$ cat src/rtl/token_rl_pkg.sv
// Shared constants and types for the token-bucket limiter and its requester.
package token_rl_pkg;

    localparam int unsigned TRL_WAIT_W = 16;

    typedef logic [TRL_WAIT_W-1:0] trl_wait_t;

endpackage : token_rl_pkg

$ cat src/rtl/issuer_fifo.sv
// Synchronous job FIFO for token_req_issuer; pointers wrap modulo DEPTH (power of 2).
module issuer_fifo #(
    parameter int unsigned DW    = 16,
    parameter int unsigned DEPTH = 8
) (
    input  logic                       clk,
    input  logic                       rst_n,
    input  logic                       wr_en_i,
    input  logic [DW-1:0]              wr_data_i,
    input  logic                       rd_en_i,
    output logic [DW-1:0]              rd_data_o,
    output logic [$clog2(DEPTH):0]     count_o,
    output logic                       full_o,
    output logic                       empty_o
);

    localparam int unsigned AW = $clog2(DEPTH);

    logic [DW-1:0] mem_q [DEPTH];
    logic [AW-1:0] wr_ptr_q, rd_ptr_q;
    logic [AW:0]   count_q;
    logic          do_wr, do_rd;

    assign full_o    = (count_q == (AW+1)'(DEPTH));
    assign empty_o   = (count_q == '0);
    assign do_wr     = wr_en_i && !full_o;
    assign do_rd     = rd_en_i && !empty_o;
    assign rd_data_o = mem_q[rd_ptr_q];
    assign count_o   = count_q;

    always_ff @(posedge clk) begin
        if (do_wr) begin
            mem_q[wr_ptr_q] <= wr_data_i;
        end
    end

    always_ff @(posedge clk) begin
        if (!rst_n) begin
            wr_ptr_q <= '0;
            rd_ptr_q <= '0;
            count_q  <= '0;
        end else begin
            if (do_wr) begin
                wr_ptr_q <= wr_ptr_q + AW'(1);
            end
            if (do_rd) begin
                rd_ptr_q <= rd_ptr_q + AW'(1);
            end
            case ({do_wr, do_rd})
                2'b10:   count_q <= count_q + (AW+1)'(1);
                2'b01:   count_q <= count_q - (AW+1)'(1);
                default: count_q <= count_q;
            endcase
        end
    end

endmodule : issuer_fifo

$ cat src/rtl/token_req_issuer.sv
// Requester front-end for the token-bucket limiter: queues jobs, drives req/grant, issues pulses.
// Optional head-of-line drop on starvation is enabled by defining TOKEN_REQ_ISSUER_DROP_EN.
module token_req_issuer
    import token_rl_pkg::*;
#(
    parameter int unsigned DW       = 16,
    parameter int unsigned DEPTH    = 8,
    parameter int unsigned MAX_WAIT = 64
) (
    input  logic          clk,
    input  logic          rst_n,
    input  logic          in_valid_i,
    output logic          in_ready_o,
    input  logic [DW-1:0] in_data_i,
    output logic          req_o,
    input  logic          grant_i,
    output logic          out_valid_o,
    output logic [DW-1:0] out_data_o,
    output logic          stall_o,
    output logic          drop_o,
    output logic          err_o
);

    localparam int unsigned CW         = $clog2(DEPTH) + 1;
    localparam trl_wait_t   MAX_WAIT_W = trl_wait_t'(MAX_WAIT);

    logic [CW-1:0] count;
    logic [DW-1:0] head;
    logic          full, empty;
    logic          push, pop, drop;

    logic          pend_q, err_q, out_valid_q;
    logic [DW-1:0] out_data_q;
    trl_wait_t     wait_q, wait_d;

    issuer_fifo #(
        .DW    (DW),
        .DEPTH (DEPTH)
    ) u_fifo (
        .clk       (clk),
        .rst_n     (rst_n),
        .wr_en_i   (push),
        .wr_data_i (in_data_i),
        .rd_en_i   (pop || drop),
        .rd_data_o (head),
        .count_o   (count),
        .full_o    (full),
        .empty_o   (empty)
    );

    assign push = in_valid_i && !full;
    assign pop  = grant_i && pend_q;

`ifdef TOKEN_REQ_ISSUER_DROP_EN
    // >= rather than ==: a deferred drop (pend=1 at threshold) is taken once the answer is in.
    assign drop = !pend_q && !empty && (wait_q >= MAX_WAIT_W);
`else
    assign drop = 1'b0;
`endif

    // The job being dropped is not requested, so no grant can target a vanished head.
    assign req_o = !drop && (count > CW'(pend_q));

    always_comb begin
        wait_d = wait_q;
        if (empty || pop || drop) begin
            wait_d = '0;
        end else if (wait_q != '1) begin
            wait_d = wait_q + trl_wait_t'(1);
        end
    end

    always_ff @(posedge clk) begin
        if (!rst_n) begin
            pend_q      <= 1'b0;
            err_q       <= 1'b0;
            out_valid_q <= 1'b0;
            out_data_q  <= '0;
            wait_q      <= '0;
        end else begin
            pend_q      <= req_o;
            err_q       <= err_q || (grant_i && !pend_q);
            out_valid_q <= pop;
            if (pop) begin
                out_data_q <= head;
            end
            wait_q      <= wait_d;
        end
    end

`ifdef TOKEN_REQ_ISSUER_DROP_EN
    logic drop_q;

    always_ff @(posedge clk) begin
        if (!rst_n) begin
            drop_q <= 1'b0;
        end else begin
            drop_q <= drop;
        end
    end

    assign drop_o = drop_q;
`else
    assign drop_o = 1'b0;
`endif

    assign in_ready_o  = !full;
    assign out_valid_o = out_valid_q;
    assign out_data_o  = out_data_q;
    assign stall_o     = (wait_q >= MAX_WAIT_W);
    assign err_o       = err_q;

endmodule : token_req_issuer

$ cat config.mk
export PLATFORM = sky130hd
export DESIGN_NAME = token_req_issuer
export DESIGN_NICKNAME = d
export VERILOG_FILES = /design/src/rtl/token_rl_pkg.sv /design/src/rtl/issuer_fifo.sv /design/src/rtl/token_req_issuer.sv
export SDC_FILE = /design/constraint.sdc
export NUM_CORES = 1
export LEC_CHECK = 0
export ABC_CLOCK_PERIOD_IN_PS = 5900
export CAP_MARGIN = 20
export CORE_ASPECT_RATIO = 0.8
export CORE_MARGIN = 5
export CORE_UTILIZATION = 45
export CTS_CLUSTER_DIAMETER = 40
export DETAILED_ROUTE_END_ITERATION = 10
export GPL_ROUTABILITY_DRIVEN = 0
export MAX_ROUTING_LAYER = met4
export SETUP_SLACK_MARGIN = 0.2
export SLEW_MARGIN = 30
export SYNTH_ARGS = -nofsm -noshare
export SYNTH_HDL_FRONTEND = slang
export SYNTH_SLANG_ARGS = --single-unit
$ cat constraint.sdc
create_clock -name clk -period 5.9 [get_ports clk]
set_input_delay 1.475 -clock clk [delete_from_list [all_inputs] [get_ports clk]]
set_output_delay 1.475 -clock clk [all_outputs]
set_load 0.005 [all_outputs]
# Yosys cells after proc, flatten, opt, wreduce, memory -nomap -nowiden

Memory sizes are Yosys's and may differ from the RTL's. A register that Yosys moved wholly into a read port is not among the register bits.
Index checks and enable logic that the tools add are counted.

Add/subtract/negate cells: 5
Multiply operators: 0
Div/mod/pow operators: 0
Order comparisons: 2
Equal/unequal tests: 4
Shift operators: 0
Multiplexer cells: 3
Bitwise operators: 1
Reductions and logical operators: 14

Operator list:

| cell                                                                                  | number |
|---|---|
| 16-bit by 1-bit adder with 16-bit output (second input constant)                      | 1 |
| 16-bit by 7-bit greater-or-equal comparator with 1-bit output (second input constant) | 1 |
| 16-bit != test (second input constant)                                                | 1 |
| 4-bit one-hot mux with 2 select lines                                                 | 1 |
| 3-bit by 1-bit adder with 3-bit output (second input constant)                        | 2 |
| 1-bit logical AND                                                                     | 5 |
| 4-bit by 1-bit adder with 4-bit output (second input constant)                        | 1 |
| 4-bit equality test (second input constant)                                           | 1 |
| 4-bit by 1-bit > comparator with 1-bit output                                         | 1 |
| 1-bit zero test                                                                       | 4 |
| 4-bit zero test                                                                       | 1 |
| 4-bit by 1-bit subtractor with 4-bit output (second input constant)                   | 1 |
| 2-bit by 1-bit equality test with 1-bit output (second input constant)                | 1 |
| 2-bit equality test (second input constant)                                           | 1 |
| 1-bit logical OR                                                                      | 2 |
| 1-bit two-way mux                                                                     | 2 |
| 2-bit nonzero test                                                                    | 1 |
| 2-bit OR reduction                                                                    | 1 |
| 1-bit inverter                                                                        | 1 |

Flip-flop bits (word level): 29
Bits in latches: 0
RAM bits: 128
Memory bits (read-only): 0
Input bits: 20
Memories kept: 1

Memory list:

| memory       | depth | bits a word | read ports | clocked after memory_dff | wr ports | line              | text |
|---|---|---|---|---|---|---|---|
| u_fifo.mem_q | 8     | 16          | 1          | 1                        | 1        | issuer_fifo.sv:19 | `logic [DW-1:0] mem_q [DEPTH];` |

# Longest topological paths before layout

Gate-level depths: netlist (run 1).

Depth after elaboration: 6
Gate-level depth with buffers: 11
Mapped depth without buffers: 9

# Cells and area by module

From an unflattened synthesis (run 1), not the netlist that was laid out.

Cell total of the unflattened synthesis: 444
Area, all modules: 7075.5 um2

By module, submodules not included:

| module           | times used | cells an instance | area an instance (um2) |
|---|---|---|---|
| issuer_fifo      | 1          | 259               | 5487.8 |
| token_req_issuer | 1          | 185               | 1587.8 |

# Least setup slack after synthesis (run 1)

No wires, ideal clock.

Path type: input -> register
From: input in_valid_i
To: memory u_fifo.mem_q[0][0], enable pin
Setup time: 430 ps
Arrival time: 3221 ps
Required time: 5470 ps
Path slack: 2249 ps
Stages on the path: 2
Buffers on the path: 0
Cells stage by stage: nand2_1 nor4_1

Word-level cells in the longest chain between the ends: 4

Ends and longest elaborated chain:

| element                                 | line                   | text |
|---|---|---|
| start: declaration                      | token_req_issuer.sv:12 | `input logic in_valid_i,` |
| 1-bit logical AND                       | token_req_issuer.sv:51 | `assign push = in_valid_i && !full;` |
| 1-bit logical AND                       | issuer_fifo.sv:26      | `assign do_wr = wr_en_i && !full_o;` |
| 1-bit two-way mux                       | issuer_fifo.sv:32      | `if (do_wr) begin` |
| 1-bit two-way mux (not written as such) | issuer_fifo.sv:33      | `mem_q[wr_ptr_q] <= wr_data_i;` |
| end: declaration                        | issuer_fifo.sv:19      |  |

No other way between the ends.

# Worst setup path in the final report (run 1)

From: register u_fifo.count_q[0] (netlist: u_fifo.count_o[0])
To: output req_o

Word-level cells in the longest chain between the ends: 1

Ends and longest elaborated chain:

| element                                       | line                   | text |
|---|---|---|
| start: declaration                            | issuer_fifo.sv:21      | `logic [AW:0] count_q;` |
| start signal: assignment                      | issuer_fifo.sv:50      | `2'b10: count_q <= count_q + (AW+1)'(1);` |
| start signal: assignment                      | issuer_fifo.sv:51      | `2'b01: count_q <= count_q - (AW+1)'(1);` |
| start signal: assignment                      | issuer_fifo.sv:52      | `default: count_q <= count_q;` |
| 4-bit by 1-bit > comparator with 1-bit output | token_req_issuer.sv:62 | `assign req_o = !drop && (count > CW'(pend_q));` |
| end: declaration                              | token_req_issuer.sv:15 | `output logic req_o,` |

No other way between the ends.

==> results.toml, run 1 <==
[status]
status = "completed"

[setup_path]
crit_chain = "inv_1, ha_1, o21ai_0, clkdlybuf4s50_1"
cp.buffers_inverters = 2
critPathLaunchType = "register"
worstReg2RegEnd = "u_fifo.count_o[2]"
worstReg2RegStart = "u_fifo.count_o[0]"
worst-path-max-fanout = 7
critPathArrivalTime_ps = 1960
worstPathRequired_ps = 4430
cp_slowest_cell = "clkdlybuf4s50_1"
r2r_cells = 9
regToRegSetupSlack_ps = 3120
max_stage_delay_ps = 540
worstSetupPathType = "reg -> out"
cp_top_family = "buffers and inverters"
cp-end-kind = "primary output"

[clock_tree]
cts_inserted_buffers = 17
cts_tree = "yes"
cts.repair.resized = 0
post_cts_buffers = 0
hold_buffers = 0
cts-root-buf = "clkbuf_16"
clock_path_buffers = 2
htree_levels = 4
cts.sinks = 173
clk_latency_ps = 420
clk_pin_slew_ps = 60

[synth]
ys_warn_count = 0
ys.flop_type = "edfxtp_1"
yosys.area.top_type_share_pct = 55.6
yosysMostFrequentCell = "edfxtp_1"
synth_seq_cells = 173
yosysTopAreaCell = "edfxtp_1"
synthesis.area_sq_um = 6910
synth_edf_count = 128
synth_cell_type_count = 45
syn_avg_cell_area_sq_um = 14.9
synthArstFlopShare_pct = 0
synth_area_leaders = "edfxtp_1, dfxtp_1, mux4_2"
yosys-top-cells-count = "edfxtp_1, dfxtp_1, nand2_1"
syn-num-nets = 492
syn_inst = 464
synth-seq-area-share_pct = 68.7

[floorplan]
start_util_pct = 45.9
core_area_sq_um = 15100
die_width_um = 149
fp-row-count = 40
ios = 42
dieArea_sq_um = 17900
fp.dieH_um = 121

[worst_hold_path]
hp-start = "out_data_o[8]"
min_path_type = "reg -> reg"
hold_depth = 2
min_to = "out_data_o[8]"

[layout]
multi_input_area_sq_um = 2070
syn_to_final_growth_pct = 18.5
drive_above_1_share_pct = 16.8
finalNetCount = 540
n_fill_cell = 1214
instances_no_fill = 735
utilization_pct = 54.3
finalInstanceArea_sq_um = 8190
regArea_sq_um = 4750
diodes = 0

[detailed_routing]
vias = 3902
wl_per_cell_um = 18.4
ant_nets = 0
via_per_inst = 5.31
drt_first_pass_iters = 4
wirelength_mm = 13.5
drt_iter0_drc = 139
drc = 0

[job]
drv_cap = 0

[sta]
tns_ps = 0
hold_slack_ps = 465
postLayoutSetupSlackWorst_ps = 2460
rsz0062_at_grt = "false"
finalCritPeriodShare_pct = 58.3
slew_headroom_pct = 45.1
slew_viol_final = 0
setup_viol = 0
hold_viol = 0
skew_ps = 6.46
worst_slew_pin_slew_ps = 824
fin_crit_ps = 3440
max_freq_ghz = 0.291

[power_and_ir_drop]
p_leak_nw = 2.65
ir_drop_mv = 0.205
p_total_mw = 2.83
powerDensity_nw_per_um2 = 346

[placed_design]
numPortBuffers = 40
placed_cell_area_sq_um = 7590
dp.cells = 703
dp.final_hpwl_mm = 8.03
pre_cts_slack_ps = 2110

[grt]
grt_overflow = 0
antenna_found_initial = 0
grt_pass1_wl_mm = 21.7
grt_max_degree = 57
grt_usage_pct = 16.6
grt_pass1_vias = 3977
[tightest hold or removal path: stages, from the launching register on]
cell and delay [ps]:
dfxtp_1 310, nand2_1 50, o31ai_1 50
[state kept, by name, summed over array words and instances, names as in the netlist]
name,flops
u_fifo.mem_q,128
out_valid_o,1
err_o,1
u_fifo.rd_ptr_q,3
u_fifo.wr_ptr_q,3
pend_q,1
wait_q,16
u_fifo.count_o,4
out_data_o,16
[worst max path at each step]
stage               slack (ps)                 end               from  depth (start not counted)
floorplan                 2250  u_fifo.mem_q[0][0]         in_valid_i                          2
global placement          2230   u_fifo.count_o[2]            grant_i                         10
detailed placement        2110   u_fifo.count_o[2]            grant_i                         10
CTS                       2410               req_o  u_fifo.count_o[0]                          4
global route              2280               req_o  u_fifo.count_o[0]                          4
finish                    2460               req_o  u_fifo.count_o[0]                          4
[final cells by class]
type,count,share of cell area [%]
tap,210,3.21
clock inverter,11,1.61
timing repair buffer,53,6.08
inverter,4,0.183
sequential,173,58.0
clock buffer,21,5.63
multi-input combinational,263,25.3
[cells in the final DEF (no fill, tap or decap), types with 3 or more instances in the layout]
cell,Yosys,final
o21ai_0,12,12
nor3_1,7,3
o22ai_1,12,12
nand3_1,9,9
nand2b_1,8,8
mux2_2,20,20
and2_1,8,8
dfxtp_1,45,44
ha_1,8,8
nor3_2,0,4
mux4_2,18,18
xnor2_1,6,6
nor2_1,24,24
inv_6,0,3
nand4_1,4,4
nand2_1,28,28
clkbuf_16,0,17
mux2i_1,4,4
inv_1,4,4
buf_4,1,13
o41ai_1,5,5
a21boi_0,3,3
a21oi_1,12,12
xor2_1,5,5
or3_1,9,9
nor2b_1,17,17
o31ai_1,10,10
a2111oi_0,5,5
clkdlybuf4s50_1,0,40
nor4_1,7,6
a211oi_1,6,6
edfxtp_1,128,128
[metal layers]
layer	share of wire [%]	wire, um	vias up	global-route usage, %
li1	-	-	1899	-
met1	46	6280	1930	21.2
met2	49	6640	61	26.5
met3	3.6	493	12	4.46
met4	0.84	114	0	4.50
met5	0	0	-	-
[cell families after synthesis]
family / count (synthesis) / synth area share, %
xor gates and xnor gates: 11 / 1.39
adders and majority gates: 8 / 1.45
muxes: 42 / 9.71
AOI/OAI and AO/OA: 71 / 6.86
other: 1 / 0.0543
buffers and inverters: 28 / 1.72
DFF: 173 / 68.7
and+or+nand+nor: 130 / 10.1
[report_power, final]
part | internal [mW] | switching (mW) | leakage, nW
Sequential | 1.37 | 0.0405 | 1.53
Combinational | 0.157 | 0.158 | 0.832
Clock | 0.652 | 0.455 | 0.288
Total | 2.18 | 0.654 | 2.65
Power figures use the tool's default switching activity.
==> run 2, diff against run 1 <==
Settings changed: ABC_CLOCK_PERIOD_IN_PS 5900 to 3500.
Clock period 5.9 ns to 3.5 ns, I/O delays scaled along.
==> run 2 against run 1 <==
Worst setup slack lost 1800 ps. Non-clock buffer count grew 8. Core utilization grew 0.29 points. Combinational power grew 68%. Highest routed layer unchanged. First-iteration DRC count grew 68%.
==> results.toml, run 2 (synthesis gave the netlist of run 1 again) <==
[setup_path]
crit_chain = "inv_1, ha_1, o21ai_0, clkdlybuf4s50_1"
critPathArrivalTime_ps = 1990
worst-path-max-fanout = 7
crit_end = "req_o"
worstPathRequired_ps = 2620
max_stage_delay_ps = 540
crit_start = "u_fifo.count_o[0]"
cp_slowest_cell = "clkdlybuf4s50_1"
r2r_cells = 7
critPathLaunchType = "register"
worstReg2RegStart = "u_fifo.count_o[0]"
regToRegSetupSlack_ps = 980
worstSetupPathType = "reg -> out"
cp-end-kind = "primary output"
worstReg2RegEnd = "u_fifo.count_o[3]"

[layout]
diodes = 0
finalInstanceArea_sq_um = 8230
layout_common_cells = "edfxtp_1, dfxtp_1, clkdlybuf4s50_1, nand2_1, nor2_1"
layout_commonest_cell = "edfxtp_1"
instances_no_fill = 743
finalNetCount = 548
utilization_pct = 54.6
largest_reg_flops = 128
syn_to_final_growth_pct = 19.1
top_register = "u_fifo.mem_q"
drive_above_1_share_pct = 18.4

[power_and_ir_drop]
p_sw_mw = 1.17
power_frac_clock_pct = 38.7
power_frac_seq_pct = 50.2
ir_drop_mv = 0.373
powerDensity_nw_per_um2 = 578
combPwrFrac_pct = 11.1
p_total_mw = 4.76
p_leak_nw = 2.68
switching_share_pct = 24.6
internal_power_mw = 3.58

[sta]
fin_crit_ps = 2870
tns_ps = 0
rsz0062_at_grt = "false"
postLayoutSetupSlackWorst_ps = 635
finalCritPeriodShare_pct = 81.9
slew_headroom_pct = 51.8
setup_viol = 0
skew_ps = 6.89
hold_viol = 0
max_freq_ghz = 0.349
hold_slack_ps = 466
slew_viol_final = 0
worst_slew_pin_slew_ps = 722

[placed_design]
dp.final_hpwl_mm = 8.70
pre_cts_slack_ps = 349
placed_cell_area_sq_um = 7650
numPortBuffers = 40
dp.cells = 711

[detailed_routing]
drt_first_pass_iters = 4
wl_per_cell_um = 18.6
drt_iter0_drc = 233
ant_nets = 0
drc = 0
via_per_inst = 5.37
vias = 3990
wirelength_mm = 13.8

[floorplan]
ios = 42
start_util_pct = 45.9
fp.dieH_um = 121
dieArea_sq_um = 17900
fp-row-count = 40
die_width_um = 149
core_area_sq_um = 15100

[clock_tree]
cts-root-buf = "clkbuf_16"
post_cts_buffers = 0
clk_pin_slew_ps = 70
hold_buffers = 0
cts.repair.resized = 0
cts_inserted_buffers = 17
htree_levels = 4
cts_tree = "yes"
cts.sinks = 173
clock_path_buffers = 2
clk_latency_ps = 420

[status]
status = "completed"

[worst_hold_path]
min_path_type = "reg -> reg"

[grt]
grt_pass1_wl_mm = 22.0
grt_overflow = 0
grt_max_degree = 24
grt_pass1_vias = 4019
antenna_found_initial = 0
grt_usage_pct = 16.7

[job]
drv_cap = 0
## run 2: worst min path at each step
stage,start,end,slack (ps),depth (start not counted)
after global routing,out_data_o[9],out_data_o[9],490,2
final,out_data_o[14],out_data_o[14],470,2
after detailed placement,out_data_o[9],out_data_o[9],460,2
after CTS,out_data_o[12],out_data_o[12],480,2
after global placement,out_data_o[9],out_data_o[9],460,2
after floorplan,out_data_o[10],out_data_o[10],440,2
## run 2: area by class of cell
cell class	count	area (sq um)
Fill cell	1222	6840
Sequential cell	173	4750
Multi-Input combinational cell	263	2070
Timing Repair Buffer	61	558
Clock buffer	17	425
Tap cell	210	263
Clock inverter	15	150
Inverter	4	15.0
## run 2: routing by layer
metal | share of wire [%] | vias up | track usage, %
li1 | - | 1912 | -
met1 | 47 | 1994 | 23.0
met2 | 48 | 70 | 25.0
met3 | 4.2 | 14 | 3.97
met4 | 1.2 | 0 | 5.02
met5 | 0 | - | -
## run 2: power by group through the flow
stage | clock, mW | combinational (mW) | sequential [mW]
finish | 1.84 | 0.528 | 2.39
global route | 1.98 | 0.590 | 2.40
CTS | 1.88 | 0.540 | 2.39
detailed placement | 0 | 0.537 | 2.43
global placement | 0 | 0.528 | 2.43
floorplan | 0 | 0.328 | 2.40
## run 2: worst max-delay path, delay by kind of cell, from the launching register on
kind | cells | cell delay [ps]
buffers and inverters | 2 | 610
DFF | 1 | 470
adders and majority gates | 1 | 280
AOI/OAI and AO/OA | 1 | 200
==> variant: new RTL, settings of run 2 <==
Put one more register stage on the output `err_o`, cleared by the reset. The value now appears one clock later. The other outputs are not delayed to match.
--- a/src/rtl/token_req_issuer.sv
+++ b/src/rtl/token_req_issuer.sv
@@ -108,7 +108,13 @@
     assign out_valid_o = out_valid_q;
     assign out_data_o  = out_data_q;
     assign stall_o     = (wait_q >= MAX_WAIT_W);
-    assign err_o       = err_q;
+    always_ff @(posedge clk) begin
+        if (!rst_n) begin
+            err_o <= '0;
+        end else begin
+            err_o <= err_q;
+        end
+    end
 
 endmodule : token_req_issuer
 
Check against the original RTL: not equivalent (a bounded check fails within 4 cycles, from zero or initial values and one cycle with rst_n low).
==> variant against run 2 <==
  * Register-to-register slack got worse by 0.10 ns
  * Worst setup slack worse by 0.014 ns
  * Wire length up 0.48%
  * Design area up 0.21%
  * Power fell by 2.4%
  * Sequential cell count rose by 1
  * Clock skew is essentially flat
  * Area after synthesis rose by 2.1%
  * Critical path type unchanged
  * Critical endpoint unchanged
==> variant: results (changes against run 2) <==
\begin{tabular}{lr}
\hline
Metric & Value \\
\hline
\multicolumn{2}{l}{\textbf{Run status}} \\
Result of the run & finished clean (unchanged) \\
\multicolumn{2}{l}{\textbf{Synthesis}} \\
Multiplexer share of the synthesized area & 9.326\% (was 9.707\%) \\
Share of the synthesized area in compound gates (AO/OA/AOI/OAI) & 6.809\% (was 6.863\%) \\
Number of distinct library cell variants in the gate-level netlist after synthesis & 52 (was 45) \\
Avg Inst Size Synth & 14.83 µm² (was 14.89 µm²) \\
Fraction of synthesized cell area in xor and xnor cells & 1.117\% (was 1.394\%) \\
\multicolumn{2}{l}{\textbf{Detailed routing}} \\
Drt via density & 5.391 (was 5.370) \\
Post-Route M1 WL & 6.296 mm (was 6.476 mm) \\
Routed wire length & 13.91 mm (was 13.84 mm) \\
\multicolumn{2}{l}{\textbf{Hold path}} \\
Hold Path Origin & err\_q (was out\_data\_o[14]) \\
Hold EP & err\_o (was out\_data\_o[14]) \\
\multicolumn{2}{l}{\textbf{Power and ir drop}} \\
Leak & 2.702 nW (was 2.683 nW) \\
Gate power share & 11.6\% (was 11.1\%) \\
Cell internal power dissipation & 3.561 mW (was 3.584 mW) \\
\multicolumn{2}{l}{\textbf{Final layout}} \\
Non-clock buffer count in the final layout & 55 (was 61) \\
Fin nets & 553 (was 548) \\
Number of inserted filler cells in the final layout & 1,318 (was 1,222) \\
Multi-Input Combinational & 272 (was 263) \\
\multicolumn{2}{l}{\textbf{STA}} \\
Tightest Pin Transition & 0.6815 ns (was 0.7224 ns) \\
Fin Clk Skew & 0.007141 ns (was 0.006893 ns) \\
\multicolumn{2}{l}{\textbf{Placement}} \\
Worst slack, placed & 0.3041 ns (was 0.3492 ns) \\
Dpl cell area & 0.007716 mm² (was 0.007654 mm²) \\
HPWL Detailed & 8.364 mm (was 8.695 mm) \\
\multicolumn{2}{l}{\textbf{GRT}} \\
GR Layer Usage met1 & 22.46\% (was 22.96\%) \\
Met3 Resource Use GR & 4.425\% (was 3.972\%) \\
Met2 Usage GRT & 25.63\% (was 25.04\%) \\
Maximum number of pins on one net before global-route repair & 46 (was 24) \\
GRT Resource Usage Total & 16.67\% (was 16.72\%) \\
\multicolumn{2}{l}{\textbf{Setup path}} \\
Reg-to-reg critical path endpoint & u\_fifo.count\_o[2] (was u\_fifo.count\_o[3]) \\
\hline
\end{tabular}
variant: cell count changes after synthesis, moves of 3 or more:
cell                       before  now
sky130_fd_sc_hd__nor3_1         7   12
sky130_fd_sc_hd__a21oi_1       12    9
sky130_fd_sc_hd__or3_1          9    5
sky130_fd_sc_hd__nor2b_1       17   22
sky130_fd_sc_hd__clkbuf_1      14    8
sky130_fd_sc_hd__o21ai_0       12    8
variant: worst max path at each step:
| stage | from | end | slack (ns) | depth (start not counted) |
|---|---|---|---|---|
| 2_1_floorplan | in_valid_i | u_fifo.mem_q[0][0] | 0.56 | 2 |
| 3_3_place_gp | grant_i | u_fifo.count_o[2] | 0.36 | 10 |
| 3_5_place_dp | grant_i | u_fifo.count_o[2] | 0.30 | 10 |
| 4_1_cts | u_fifo.count_o[0] | req_o | 0.59 | 4 |
| 5_1_grt | u_fifo.count_o[0] | req_o | 0.46 | 4 |
| 6_report | u_fifo.count_o[0] | req_o | 0.62 | 4 |
